===== config.mk =====
export PLATFORM = sky130hd
export DESIGN_NAME = multiplier_reconstruct_unsigned
export DESIGN_NICKNAME = d
export VERILOG_FILES = /design/src/rtl/divider_pkg.sv /design/src/rtl/multiplier_reconstruct_unsigned.sv
export SDC_FILE = /design/constraint.sdc
export NUM_CORES = 1
export LEC_CHECK = 0
export BUFFER_PORTS_ARGS = -buffer_cell sky130_fd_sc_hd__buf_2
export CORE_MARGIN = 3
export CORE_UTILIZATION = 55
export DETAILED_ROUTE_END_ITERATION = 8
export GPL_ROUTABILITY_DRIVEN = 0
export PLACE_DENSITY = 0.86
export SKIP_CTS_REPAIR_TIMING = 1
export SKIP_LAST_GASP = 1
export SLEW_MARGIN = 0
export SYNTH_ARGS = -nofsm -noshare
export SYNTH_HDL_FRONTEND = slang
export SYNTH_SLANG_ARGS = --single-unit

===== constraint.sdc =====
create_clock -name CLK -period 3.49 [get_ports CLK]
set_input_delay 0.698 -clock CLK [delete_from_list [all_inputs] [get_ports CLK]]
set_output_delay 0.698 -clock CLK [all_outputs]
set_load 0.05 [all_outputs]

===== src/rtl/divider_pkg.sv =====
// Shared definitions for the unsigned divider and its shift-add reconstructor.
package divider_pkg;

    // Default operand widths of the paired divider.
    localparam int DIV_NUM_BITS = 8;
    localparam int DIV_DEN_BITS = 8;

    // Handshake FSM states shared by the divider and the reconstructor.
    typedef enum logic [1:0] {
        IDLE = 2'd0,
        CALC = 2'd1,
        DONE = 2'd2
    } mul_state_t;

    // Width of a down-counter that must hold values 0..n-1 (at least 1 bit).
    function automatic int cnt_width(input int n);
        return (n > 1) ? $clog2(n) : 1;
    endfunction

endpackage


===== src/rtl/multiplier_reconstruct_unsigned.sv =====
// Sequential shift-add unit rebuilding a divider numerator as Q*D + R,
// one quotient bit per enabled clock, with a start/done/error handshake.
module multiplier_reconstruct_unsigned
    import divider_pkg::*;
#(
    parameter int MUL_QUOT_BITS = DIV_NUM_BITS,
    parameter int MUL_DEN_BITS  = DIV_DEN_BITS
) (
    input  logic                                  CLK,
    input  logic                                  SRST,
    input  logic                                  CE,
    input  logic [MUL_QUOT_BITS-1:0]              QUOTENT_IN,
    input  logic [MUL_DEN_BITS-1:0]               DENOMINATOR_IN,
    input  logic [MUL_DEN_BITS-1:0]               REMAINDER_IN,
    output logic [MUL_QUOT_BITS+MUL_DEN_BITS-1:0] NUMERATOR_OUT,
    input  logic                                  start,
    output logic                                  error,
    output logic                                  overflow,
    output logic                                  done
);

    localparam int W     = MUL_QUOT_BITS + MUL_DEN_BITS;
    localparam int CNT_W = cnt_width(MUL_QUOT_BITS);
    localparam logic [CNT_W-1:0] CNT_LOAD = CNT_W'(MUL_QUOT_BITS - 1);

    mul_state_t                 state_q, state_d;
    logic [W-1:0]               acc_q, acc_d;
    logic [W-1:0]               mcand_q, mcand_d;
    logic [MUL_QUOT_BITS-1:0]   mplier_q, mplier_d;
    logic [CNT_W-1:0]           cnt_q, cnt_d;
    logic [W-1:0]               num_q, num_d;
    logic                       err_q, err_d;
    logic                       ovf_q, ovf_d;
    logic                       done_q, done_d;

    // Accumulator value after the current partial-product step.
    logic [W-1:0]               acc_step;
    logic                       operands_bad;

    assign acc_step     = mplier_q[0] ? (acc_q + mcand_q) : acc_q;
    assign operands_bad = (DENOMINATOR_IN == '0) || (REMAINDER_IN >= DENOMINATOR_IN);

    // State and datapath registers; everything holds while CE is low.
    always_ff @(posedge CLK or posedge SRST) begin
        if (SRST) begin
            state_q  <= IDLE;
            acc_q    <= '0;
            mcand_q  <= '0;
            mplier_q <= '0;
            cnt_q    <= '0;
            num_q    <= '0;
            err_q    <= 1'b0;
            ovf_q    <= 1'b0;
            done_q   <= 1'b0;
        end else if (CE) begin
            state_q  <= state_d;
            acc_q    <= acc_d;
            mcand_q  <= mcand_d;
            mplier_q <= mplier_d;
            cnt_q    <= cnt_d;
            num_q    <= num_d;
            err_q    <= err_d;
            ovf_q    <= ovf_d;
            done_q   <= done_d;
        end
    end

    // Next-state: accept/validate in IDLE or DONE, one shift-add step per CALC edge.
    always_comb begin
        state_d  = state_q;
        acc_d    = acc_q;
        mcand_d  = mcand_q;
        mplier_d = mplier_q;
        cnt_d    = cnt_q;
        num_d    = num_q;
        err_d    = err_q;
        ovf_d    = ovf_q;
        done_d   = done_q;

        unique case (state_q)
            IDLE, DONE: begin
                if (start) begin
                    done_d = 1'b0;
                    err_d  = 1'b0;
                    ovf_d  = 1'b0;
                    num_d  = '0;
                    if (operands_bad) begin
                        // Invalid operands answer immediately with error set.
                        state_d = DONE;
                        err_d   = 1'b1;
                        done_d  = 1'b1;
                    end else begin
                        state_d  = CALC;
                        acc_d    = W'(REMAINDER_IN);
                        mcand_d  = W'(DENOMINATOR_IN);
                        mplier_d = QUOTENT_IN;
                        cnt_d    = CNT_LOAD;
                    end
                end
            end
            CALC: begin
                // start is deliberately ignored here so the operation in flight completes.
                acc_d    = acc_step;
                mcand_d  = mcand_q << 1;
                mplier_d = mplier_q >> 1;
                cnt_d    = cnt_q - 1'b1;
                if (cnt_q == '0) begin
                    state_d = DONE;
                    num_d   = acc_step;
                    ovf_d   = |acc_step[W-1:MUL_QUOT_BITS];
                    done_d  = 1'b1;
                end
            end
            default: begin
                state_d = IDLE;
            end
        endcase
    end

    assign NUMERATOR_OUT = num_q;
    assign error         = err_q;
    assign overflow      = ovf_q;
    assign done          = done_q;

endmodule


# Word-level counts from Yosys, hierarchy flattened
# Index checks and enable logic that the tools add are counted.
# op_classes
n_addsub	2
muxes	27
reduce_logical	11
eq_ne	5
order_cmp	1
# op_table
op	count
$mux 16	7
$pmux 16 s2	3
$add 16x16->16	1
$mux 8	2
$pmux 8 s2	1
$ge 8x8->1	1
$logic_not 8->1	1
$reduce_and 4->1	2
$reduce_or 8->1	1
$mux 2	3
$mux 3	2
$ne 2x2->1 const B	3
$pmux 3 s2	1
$reduce_and 3->1	2
$mux 1	5
$pmux 1 s2	2
$pmux 2 s2	1
$logic_not 3->1	1
$sub 3x1->3 const B	1
$eq 2x1->1 const B	1
$eq 2x2->1 const B	1
$logic_not 2->1	1
$reduce_bool 2->1	1
$reduce_or 2->1	1
$logic_or 1x1->1	1
# word_totals
ff_bits	64
in_bits	28
wordCells	55

# Longest topological paths before layout
# logic_depth
ltp_word	5
mapped_depth	11
ltp_nobuf	10

# Worst setup path after synthesis
# Ideal clock, no wire load.
# synth_timing
kind	input port to flip-flop
from	input port REMAINDER_IN[0]
to	register acc_q[3]
cell_stages	10
n_path_buf	1
path_slack_ns	0.886
arrival_time_ns	2.479
setup_ns	0.125
cell_sequence	inv_1 ha_1 nand2b_1 a21o_1 a21o_1 a21oi_2 o2111ai_2 nand2_2 buf_6 mux2_2
# synth_via
elab_chain_len	4
# synth_rtl
item	line	text
from (decl)	multiplier_reconstruct_unsigned.sv:14	input logic [MUL_DEN_BITS-1:0] REMAINDER_IN,
$ge 8x8->1	multiplier_reconstruct_unsigned.sv:41	assign operands_bad = (DENOMINATOR_IN == '0) || (REMAINDER_IN >= DENOMINATOR_IN);
$logic_or 1x1->1	multiplier_reconstruct_unsigned.sv:41	
$ne 2x2->1 (no line)	--	
$reduce_and 4->1 (no line)	--	
to (signal assigned)	multiplier_reconstruct_unsigned.sv:47	acc_q <= '0;
to (signal assigned)	multiplier_reconstruct_unsigned.sv:57	acc_q <= acc_d;
to (decl)	multiplier_reconstruct_unsigned.sv:27	logic [W-1:0] acc_q, acc_d;
# Every way passes these cells.
# A chain may end at the register's enable or synchronous reset.

# Final worst setup path
# layout_timing
from	register acc_q[0]
to	register ovf_q (netlist: overflow)
# layout_via
elab_chain_len	5
# layout_rtl
item	line	text
$add 16x16->16	multiplier_reconstruct_unsigned.sv:40	assign acc_step = mplier_q[0] ? (acc_q + mcand_q) : acc_q;
$mux 16	multiplier_reconstruct_unsigned.sv:40	
$reduce_or 8->1	multiplier_reconstruct_unsigned.sv:110	ovf_d = |acc_step[W-1:MUL_QUOT_BITS];
$mux 1	multiplier_reconstruct_unsigned.sv:107	if (cnt_q == '0) begin
$pmux 1 s2	multiplier_reconstruct_unsigned.sv:80	unique case (state_q)
to (signal assigned)	multiplier_reconstruct_unsigned.sv:63	ovf_q <= ovf_d;
to (decl)	multiplier_reconstruct_unsigned.sv:33	logic ovf_q, ovf_d;
# Every way passes these cells. The select of a mux whose other input is x is not followed.

==> run metrics <==
reg2reg end overflow; global-route wire length before repair 17400 um; RSZ-0062 raised after global routing false; Final nets 558; DRT iter0 DRCs 373; Worst-Margin Slew 0.729 ns; setup violators final 0; Rows 30; DRC violations left 0; Synth area leaders dfrtp_1 (40%), nand2_1 (8.4%), ha_1 (7.8%); grt ovf 0; Synth-to-Final Area Change 13.6%; PortBufs 46; CTS Sinks 64; Data arrival, critical path 3.06 ns; core area 0.00691 mm2; worst path required time 3.69 ns; Post-Syn Area 0.00399 mm2; layout cells sized above 1 0.185; htree depth 3; power per cell area 1060 mW/mm2; crit share post-route 0.819; Mapped Avg Cell Area 8.75 um2; FFs w/ async S/R, synth 1.00; final WL 10500 um; antenna violations before repair 0; total track usage 0.259; hpwl dp 7770 um; Setup CP Type reg2reg; CTS buffer count 9; switching power 2.38 mW; Die Y 91.2 um; P_leak 2.13 nW; design area 0.00453 mm2; share of the synthesized area in the top cell type 0.401; fin. max-slew vios 0; Netlist cell types 65; Gate power share 0.591; Layout Skew 0.00932 ns; Detail Route Antenna Nets 0; Filler cells 605; Worst IR Drop VDD 614 uV; max_slew headroom 0.514; sequential area share after synthesis 0.401; FF-to-FF path depth 9; Most used DFF post-synth dfrtp_1; CP Capture Type flop; max-cap violations 0; Critical R2R Launch acc_q[0]; 1st-pass router iterations 5; run status finished, final reports clean; area leader, netlist dfrtp_1; Clk network pwr share 0.131; clk buf depth 2; I/O Pins 47; Synth Net Count 510; Gate Count Post-Synth 456; Avg WL per Cell 17.3 um; Skew-Pair Late Insertion Delay 0.35 ns; Net Sw Frac 0.497; Hold Path Class in2async; Antenna Cells 0; Starting Density 0.578; synth warn 0; setup_tns 0 ns; R2R Setup Slk 0.63 ns; Max Clock Freq 0.350 GHz; total die area 0.00831 mm2; number of global-route vias before repair 3634; DR vias 3817; vias per cell 6.32; die width 91.2 um; CTS root buf clkbuf_8; Synth top cells by count nand2_1 (89), dfrtp_1 (64), o21ai_0 (43); worst-path maximum fanout 4; internal power 2.41 mW; CTS tree done; Seq cells post-synth 64; CTS clock-pin slew for the worst setup and hold paths 0.07 ns; Area after DPL 0.00435 mm2; final-report hold violation count 0; largest net degree at the start of global routing 37; fin crit period 2.86 ns; EDFF count, synth 0; part of the power in registers 0.278; Worst setup SP type flop; most frequent cell after synthesis nand2_1
per-stage QoR:
| stage | utilization | power [mW] | setup slack, ns | std cells | hold WS [ns] |
|---|---|---|---|---|---|
| 4_1_cts | 0.656 | 4.72 | 0.692 | 604 | 0.479 |
| 6_report | 0.656 | 4.79 | 0.632 | 604 | 0.469 |
| 2_1_floorplan | - | 3.37 | 0.886 | 456 | 0.475 |
| 3_3_place_gp | 0.629 | 3.94 | 0.568 | 589 | 0.454 |
| 5_1_grt | 0.656 | 5.08 | 0.430 | 604 | 0.497 |
| 3_5_place_dp | 0.629 | 4.08 | 0.501 | 589 | 0.466 |
cells in the final DEF, fill, tap and decap left out, types with 3 or more instances in the layout:
master,count
a211oi_1,3
a21o_1,4
a21oi_1,16
a221oi_1,3
a22oi_1,3
a31oi_1,17
buf_2,46
buf_4,13
clkbuf_8,10
dfrtp_1,64
ha_1,25
inv_1,20
mux2_2,6
mux2i_1,6
nand2_1,89
nand2b_1,4
nand3_1,14
nand4_1,3
nor2_1,17
nor2b_1,4
nor3_1,18
nor4_1,4
o2111a_1,3
o211ai_1,3
o21ai_0,43
o22ai_1,5
o31ai_1,8
or3_1,4
xnor2_1,5
final cells by class:
cell class	count	area (um2)	share of cell area
Timing Repair Buffer	59	328	0.0723
Sequential cell	64	1600	0.353
Inverter	21	78.8	0.0174
Multi-Input combinational cell	349	2220	0.489
Tap cell	96	120	0.0265
Clock buffer	12	145	0.0320
Clock inverter	3	42.5	0.00938
per-layer routing:
layer | vias to the layer above | track usage | wire length [um]
met3 | 26 | 0.0406 | 973
met4 | 0 | 0.0842 | 193
met1 | 1848 | 0.352 | 4410
met5 | - | 0 | 0
li1 | 1764 | - | -
met2 | 179 | 0.425 | 4890
power by group through the flow:
stage | Combinational, mW | Sequential, mW | Clock, mW
3_3_place_gp | 2.63 | 1.31 | 0
4_1_cts | 2.77 | 1.32 | 0.626
6_report | 2.83 | 1.33 | 0.626
2_1_floorplan | 1.85 | 1.53 | 0
3_5_place_dp | 2.75 | 1.33 | 0
5_1_grt | 3.06 | 1.37 | 0.658
sequential cells by signal, summed over array words and instances (netlist names):
| register | cells |
|---|---|
| acc_q | 16 |
| mcand_q | 16 |
| mplier_q | 8 |
| overflow | 1 |
| cnt_q | 3 |
| state_q | 2 |
| NUMERATOR_OUT | 16 |
| done | 1 |
| error | 1 |
worst max path at each step:
stage	slack, ns	end	startpoint	cells after the start
after CTS	0.69	overflow	acc_q[0]	9
final	0.63	overflow	acc_q[0]	9
after detailed placement	0.50	acc_q[4]	DENOMINATOR_IN[0]	9
after floorplan	0.89	acc_q[3]	REMAINDER_IN[0]	10
after global placement	0.57	acc_q[5]	DENOMINATOR_IN[0]	9
after global routing	0.43	overflow	mcand_q[0]	9
kinds of logic after synthesis:
logic type	count (synthesis)	share of synthesized area
xor+xnor	5	0.0110
buf+inv	43	0.0442
compound gates	134	0.224
simple gates	171	0.200
mux	13	0.0357
fa+ha+maj	26	0.0834
flops	64	0.401
worst max-delay path, stage by stage (launching register included):
cell and delay, ns:
dfrtp_1 0.40, ha_1 0.25, fa_1 0.41, a21oi_1 0.28, o211ai_2 0.18, a2111oi_1 0.44, o21ai_0 0.16, a31oi_1 0.27
and4_1 0.23, a32oi_1 0.09
No activity file was read; power rests on OpenSTA's default activity.
